## src/rtl/wb_arbiter_pkg.sv

```systemverilog
// Shared types and helpers for the write-back arbiter: default widths,
// buffer depth, and the status state encoding with its decoder.
package wb_arbiter_pkg;

    localparam int WA_AWIDTH = 5;
    localparam int WA_DWIDTH = 32;
    localparam int WA_DEPTH  = 4;

    typedef enum logic [1:0] {
        WA_ST_EMPTY  = 2'd0,
        WA_ST_ACTIVE = 2'd1,
        WA_ST_FULL   = 2'd2
    } wa_state_e;

    // FULL means the buffer can no longer take a whole pair.
    function automatic wa_state_e wa_decode_state(input int count, input int depth);
        if (count == 0) begin
            return WA_ST_EMPTY;
        end else if (count <= depth - 2) begin
            return WA_ST_ACTIVE;
        end else begin
            return WA_ST_FULL;
        end
    endfunction

endpackage

```

## src/rtl/wb_pair_fifo.sv

```systemverilog
// Two-push / one-pop write-back buffer with occupancy count and an optional
// forwarding search (enabled by WB_ARB_FWD_EN).
module wb_pair_fifo #(
    parameter int AWIDTH = 5,
    parameter int DWIDTH = 32,
    parameter int DEPTH  = 4,
    parameter int CWIDTH = $clog2(DEPTH + 1)
) (
    input  logic              clk_i,
    input  logic              rst_i,
    input  logic [1:0]        n_enq_i,
    input  logic [AWIDTH-1:0] enq0_addr_i,
    input  logic [DWIDTH-1:0] enq0_data_i,
    input  logic [AWIDTH-1:0] enq1_addr_i,
    input  logic [DWIDTH-1:0] enq1_data_i,
    input  logic              pop_i,
    input  logic [AWIDTH-1:0] rs_addr_i,
    output logic [CWIDTH-1:0] count_o,
    output logic [CWIDTH-1:0] count_next_o,
    output logic [AWIDTH-1:0] head_addr_o,
    output logic [DWIDTH-1:0] head_data_o,
    output logic              rs_hit_o,
    output logic [DWIDTH-1:0] rs_data_o
);

    localparam int PWIDTH = $clog2(DEPTH);

    logic [AWIDTH-1:0] addr_q [DEPTH];
    logic [DWIDTH-1:0] data_q [DEPTH];
    logic [PWIDTH-1:0] wr_ptr_q, wr_ptr_d;
    logic [PWIDTH-1:0] rd_ptr_q, rd_ptr_d;
    logic [CWIDTH-1:0] count_q, count_d;

    always_comb begin
        count_d  = count_q + CWIDTH'(n_enq_i) - CWIDTH'(pop_i);
        wr_ptr_d = wr_ptr_q + PWIDTH'(n_enq_i);
        rd_ptr_d = rd_ptr_q + PWIDTH'(pop_i);
    end

    always_ff @(posedge clk_i or posedge rst_i) begin
        if (rst_i) begin
            count_q  <= '0;
            wr_ptr_q <= '0;
            rd_ptr_q <= '0;
        end else begin
            count_q  <= count_d;
            wr_ptr_q <= wr_ptr_d;
            rd_ptr_q <= rd_ptr_d;
        end
    end

    // Payload needs no reset: occupancy alone decides which entries are live.
    always_ff @(posedge clk_i) begin
        if (n_enq_i != 2'd0) begin
            addr_q[wr_ptr_q] <= enq0_addr_i;
            data_q[wr_ptr_q] <= enq0_data_i;
        end
        if (n_enq_i == 2'd2) begin
            addr_q[wr_ptr_q + PWIDTH'(1)] <= enq1_addr_i;
            data_q[wr_ptr_q + PWIDTH'(1)] <= enq1_data_i;
        end
    end

    assign count_o      = count_q;
    assign count_next_o = count_d;
    assign head_addr_o  = addr_q[rd_ptr_q];
    assign head_data_o  = data_q[rd_ptr_q];

`ifdef WB_ARB_FWD_EN
    // Walk oldest to youngest so the last match wins.
    always_comb begin
        rs_hit_o  = 1'b0;
        rs_data_o = '0;
        for (int i = 0; i < DEPTH; i++) begin
            if ((CWIDTH'(i) < count_q) && (rs_addr_i != '0) &&
                (addr_q[rd_ptr_q + PWIDTH'(i)] == rs_addr_i)) begin
                rs_hit_o  = 1'b1;
                rs_data_o = data_q[rd_ptr_q + PWIDTH'(i)];
            end
        end
    end
`else
    logic unused_rs_addr;
    assign unused_rs_addr = ^rs_addr_i;
    assign rs_hit_o       = 1'b0;
    assign rs_data_o      = '0;
`endif

endmodule

```

## src/rtl/wb_arbiter.sv

```systemverilog
// Write-back scheduler: filters a dual-issue write-back pair, queues it in
// program order and retires one write per cycle. Forwarding: WB_ARB_FWD_EN.
module wb_arbiter
    import wb_arbiter_pkg::*;
#(
    parameter int AWIDTH = WA_AWIDTH,
    parameter int DWIDTH = WA_DWIDTH,
    parameter int DEPTH  = WA_DEPTH,
    parameter int CWIDTH = $clog2(DEPTH + 1)
) (
    input  logic              wa_clk,
    input  logic              wa_rst,
    input  logic              wa_i_wb1_valid,
    input  logic [AWIDTH-1:0] wa_i_wb1_addr,
    input  logic [DWIDTH-1:0] wa_i_wb1_data,
    input  logic              wa_i_wb2_valid,
    input  logic [AWIDTH-1:0] wa_i_wb2_addr,
    input  logic [DWIDTH-1:0] wa_i_wb2_data,
    output logic              wa_o_ready,
    output logic              wa_o_rf_we,
    output logic [AWIDTH-1:0] wa_o_rf_addr,
    output logic [DWIDTH-1:0] wa_o_rf_data,
    output logic              wa_o_pending,
    input  logic [AWIDTH-1:0] wa_i_rs_addr,
    output logic              wa_o_rs_hit,
    output logic [DWIDTH-1:0] wa_o_rs_data
);

    logic [CWIDTH-1:0] fifo_count;
    logic [CWIDTH-1:0] fifo_count_next;
    logic [AWIDTH-1:0] head_addr;
    logic [DWIDTH-1:0] head_data;
    logic              slot1_ok, slot2_ok, pop;
    logic [1:0]        n_enq;
    logic [AWIDTH-1:0] enq0_addr, enq1_addr;
    logic [DWIDTH-1:0] enq0_data, enq1_data;
    wa_state_e         state_q;

    assign wa_o_ready = (fifo_count <= CWIDTH'(DEPTH - 2));

    // Same-rd pair: the older slot is dead on arrival.
    always_comb begin
        slot2_ok = wa_i_wb2_valid && wa_o_ready && (wa_i_wb2_addr != '0);
        slot1_ok = wa_i_wb1_valid && wa_o_ready && (wa_i_wb1_addr != '0) &&
                   !(wa_i_wb2_valid && (wa_i_wb2_addr == wa_i_wb1_addr));
    end

    always_comb begin
        n_enq     = 2'd0;
        enq0_addr = wa_i_wb1_addr;
        enq0_data = wa_i_wb1_data;
        enq1_addr = wa_i_wb2_addr;
        enq1_data = wa_i_wb2_data;
        if (slot1_ok) begin
            n_enq = slot2_ok ? 2'd2 : 2'd1;
        end else if (slot2_ok) begin
            n_enq     = 2'd1;
            enq0_addr = wa_i_wb2_addr;
            enq0_data = wa_i_wb2_data;
        end
    end

    assign pop = (fifo_count != '0);

    wb_pair_fifo #(
        .AWIDTH (AWIDTH),
        .DWIDTH (DWIDTH),
        .DEPTH  (DEPTH),
        .CWIDTH (CWIDTH)
    ) u_fifo (
        .clk_i        (wa_clk),
        .rst_i        (wa_rst),
        .n_enq_i      (n_enq),
        .enq0_addr_i  (enq0_addr),
        .enq0_data_i  (enq0_data),
        .enq1_addr_i  (enq1_addr),
        .enq1_data_i  (enq1_data),
        .pop_i        (pop),
        .rs_addr_i    (wa_i_rs_addr),
        .count_o      (fifo_count),
        .count_next_o (fifo_count_next),
        .head_addr_o  (head_addr),
        .head_data_o  (head_data),
        .rs_hit_o     (wa_o_rs_hit),
        .rs_data_o    (wa_o_rs_data)
    );

    assign wa_o_rf_we   = pop;
    assign wa_o_rf_addr = pop ? head_addr : '0;
    assign wa_o_rf_data = pop ? head_data : '0;

    // Status only; decoding from the next count lets EMPTY jump to FULL.
    always_ff @(posedge wa_clk or posedge wa_rst) begin
        if (wa_rst) begin
            state_q <= WA_ST_EMPTY;
        end else begin
            state_q <= wa_decode_state(int'(fifo_count_next), DEPTH);
        end
    end

    assign wa_o_pending = (state_q != WA_ST_EMPTY);

endmodule

```

## config.mk

```make
export PLATFORM = sky130hd
export DESIGN_NAME = wb_arbiter
export DESIGN_NICKNAME = d
export VERILOG_FILES = /design/src/rtl/wb_arbiter_pkg.sv /design/src/rtl/wb_pair_fifo.sv /design/src/rtl/wb_arbiter.sv
export SDC_FILE = /design/constraint.sdc
export NUM_CORES = 1
export LEC_CHECK = 0
export CORE_ASPECT_RATIO = 0.6
export CORE_MARGIN = 3
export CORE_UTILIZATION = 54
export DETAILED_ROUTE_END_ITERATION = 16
export GPL_TIMING_DRIVEN = 1
export PLACE_DENSITY = 0.88
export SLEW_MARGIN = 20
export SYNTH_ARGS = -nofsm -noshare
export SYNTH_HDL_FRONTEND = slang
export SYNTH_SLANG_ARGS = --single-unit
export TNS_END_PERCENT = 50
```

## constraint.sdc

```tcl
create_clock -name wa_clk -period 5.7 [get_ports wa_clk]
set_clock_uncertainty 0.1 [all_clocks]
set_input_delay 0.855 -clock wa_clk [delete_from_list [all_inputs] [get_ports wa_clk]]
set_output_delay 0.855 -clock wa_clk [all_outputs]
set_load 0.02 [all_outputs]
```

==> flow_summary.yaml <==
grt:
  grt_use_total_pct: 22.1
  grt_start_max_net_pins: 39
  grt_pass1_wl_mm: 30.1
  grt_overflow: 0
  antenna_found_initial: 0
  grt_pass1_vias: 5286
final_layout:
  regArea_sq_um: 4670
  finalInstanceArea_sq_um: 10800
  final_cells: 857
  n_fill_cell: 1015
  nets: 731
  drive_gt1_share_pct: 36.8
  syn_to_final_growth_pct: 20.6
  multi_input_comb_area_sq_um: 3890
yosys:
  ys_types: 40
  ys.warnings.count: 0
  synth_edf_count: 148
  synthTopCellsByCount: "edfxtp_1 (148), mux2_4 (120), mux4_2 (37), nor2b_1 (37), buf_4 (33)"
  yosys.area.top_type: "edfxtp_1"
  yosysMostFrequentCell: "edfxtp_1"
  avgSynthCellArea_sq_um: 17.2
  yosysSeqAreaShare_pct: 52.2
  async_flop_share_pct: 5.73
  synth_ff_type: "edfxtp_1"
  netlist_area_sq_um: 8940
  synth_top_area_share_pct: 49.7
  ys_top_cells_by_area: "edfxtp_1 (50%), mux2_4 (20%), mux4_2 (9.3%)"
  syn_inst: 521
  ys_ff_latch: 157
critical_path:
  cp_cell_sequence: "clkdlybuf4s50_1, or4_4, o211ai_2, a31oi_4, ha_1, nand3_1, o21ai_4, buf_4, mux2_4"
  r2r-start: "u_fifo.count_o[1]$_DFF_PP0_"
  startpoint_type: "primary input"
  crit_required_ps: 5760
  rr_endpoint: "u_fifo.data_q[0][22]$_DFFE_PP_"
  crit_arrival_ps: 4370
  crit_slowest_cell: "clkdlybuf4s50_1"
  rrSetupSlack_ps: 1910
  critPathMaxFanout: 22
  max_stage_delay_ps: 720
  reg2reg_depth: 8
  crit_type: "primary input to flip-flop"
  worstSetupEndpointType: "flip-flop"
clock_tree:
  cts_tree: "built"
  root_buffer: "clkbuf_16"
  clkSinkCount: 157
  ctsHoldBuffers: 0
  worstSkewPairLatency_ps: 420
  clockBufferDepth: 2
  cts.clk_slew.worst_paths_ps: 60
  post_cts.repair.setup_buffers: 0
  htree_levels: 4
  numCtsBuffers: 17
  cts_resized: 0
sta:
  setup_violations: 0
  fmax_mhz: 232
  slew_headroom_pct: 25.0
  final.min_clock_period_ps: 4310
  slew_viol_final: 0
  grt_setup_unrepaired: "false"
  hold_viol: 0
  finalCritPeriodShare_pct: 75.6
  fin_setup_tns_ps: 0
  tightestPinTransition_ps: 1120
pwr:
  p_per_area_nw_per_um2: 557
  vdd_drop_max_mv: 0.260
  power_leakage_nw: 3.96
die:
  coreArea_sq_um: 15800
  rows: 35
  initial_core_util_pct: 56.7
  num_io_pins: 156
  die_h_um: 106
  fp.dieArea_sq_um: 18200
  die_w_um: 172
outcome:
  status: "completed"
drt:
  wl_mm: 19.6
  vias: 4992
  drt-initial-drc-count: 502
  avgViaCountPerCell: 5.82
  antenna_left: 0
  drc_errors: 0
  first_pass_iters: 5
  routedWlPerCell_um: 22.9
worst_hold_path:
  hp-class: "primary input to asynchronous set/reset pin"
placement:
  placed_cells: 821
  post_dp_cell_area_sq_um: 10100
  numPortBuffers: 117
  dp.final_hpwl_mm: 12.4
  gp_congestion: 0.858
job:
  drv_cap: 0
-- worst max-delay path by stage --
stage	end	start	cells past startpoint	slack [ps]
after floorplan	u_fifo.addr_q[1][0]$_DFFE_PP_	wa_i_wb1_addr[3]	8	240
after CTS	u_fifo.data_q[1][18]$_DFFE_PP_	wa_i_wb1_addr[2]	10	1320
after global routing	u_fifo.data_q[0][22]$_DFFE_PP_	wa_i_wb1_addr[2]	9	1240
final	u_fifo.data_q[0][22]$_DFFE_PP_	wa_i_wb1_addr[2]	9	1390
after detailed placement	u_fifo.data_q[1][17]$_DFFE_PP_	wa_i_wb1_addr[2]	10	900
after global placement	u_fifo.data_q[1][20]$_DFFE_PP_	wa_i_wb1_addr[2]	10	1030
-- placed cells by master (no fill, tap or decap), types with 7 or more instances in the layout --
| cell type | instances |
|---|---|
| o21ai_0 | 8 |
| clkdlybuf4s50_1 | 117 |
| xor2_1 | 7 |
| inv_1 | 10 |
| nor2b_1 | 37 |
| nand2_1 | 10 |
| o211ai_1 | 8 |
| conb_1 | 33 |
| clkbuf_16 | 17 |
| mux2_2 | 20 |
| mux2_4 | 120 |
| dfrtp_1 | 7 |
| buf_4 | 9 |
| ha_1 | 7 |
| mux4_2 | 37 |
| edfxtp_1 | 148 |
-- state kept, by name, indices dropped and copies added (netlist names) --
name	count
u_fifo.rd_ptr_q	2
u_fifo.count_o	3
u_fifo.addr_q	20
state_q	2
u_fifo.data_q	128
u_fifo.wr_ptr_q	2
-- critical path, delay by kind of cell --
kind | cells | cell delay, ps
buffers and inverters | 2 | 1180
AO/OA/AOI/OAI | 3 | 1050
AND/OR/NAND/NOR | 2 | 520
adder cells (fa/ha/maj) | 1 | 400
multiplexers | 1 | 330
-- power by group --
group	leakage, nW	internal (mW)	switching, mW
Sequential	1.46	1.76	0.249
Clock	0.283	0.655	0.480
Combinational	2.21	1.49	1.38
-- metal layers --
layer | global-route usage, % | wire, um
met1 | 30.7 | 8320
met2 | 36.1 | 9530
met3 | 4.91 | 1570
met4 | 4.84 | 201
met5 | 0 | 0
-- final cells by class --
| class | count | area share (%) |
|---|---|---|
| antenna | 1 | 0.0232 |
| inverter | 10 | 0.348 |
| tap | 203 | 2.36 |
| multi-input combinational | 324 | 36.0 |
| timing repair buffer | 130 | 12.4 |
| clock inverter | 14 | 1.47 |
| sequential | 157 | 43.3 |
| clock buffer | 18 | 3.98 |
-- metrics by stage --
| step | worst slack [ps] | power, mW | util [%] | hold WS (ps) |
|---|---|---|---|---|
| global route | 1240 | 6.28 | 68.4 | 664 |
| global placement | 1030 | 4.76 | 64.1 | 592 |
| finish | 1390 | 6.01 | 68.4 | 631 |
| CTS | 1320 | 5.99 | 67.9 | 623 |
| detailed placement | 904 | 4.84 | 64.1 | 629 |
| floorplan | 243 | 3.91 | - | 377 |
-- kinds of logic after synthesis --
| family | synth area share (%) |
|---|---|
| muxes | 32.0 |
| DFF | 52.2 |
| buffers and inverters | 6.06 |
| and+or+nand+nor | 4.63 |
| AOI/OAI and AO/OA | 2.78 |
| xor gates and xnor gates | 1.08 |
| adders and majority gates | 1.20 |
| other | 0.0419 |
No activity file was read; power rests on OpenSTA's default activity.
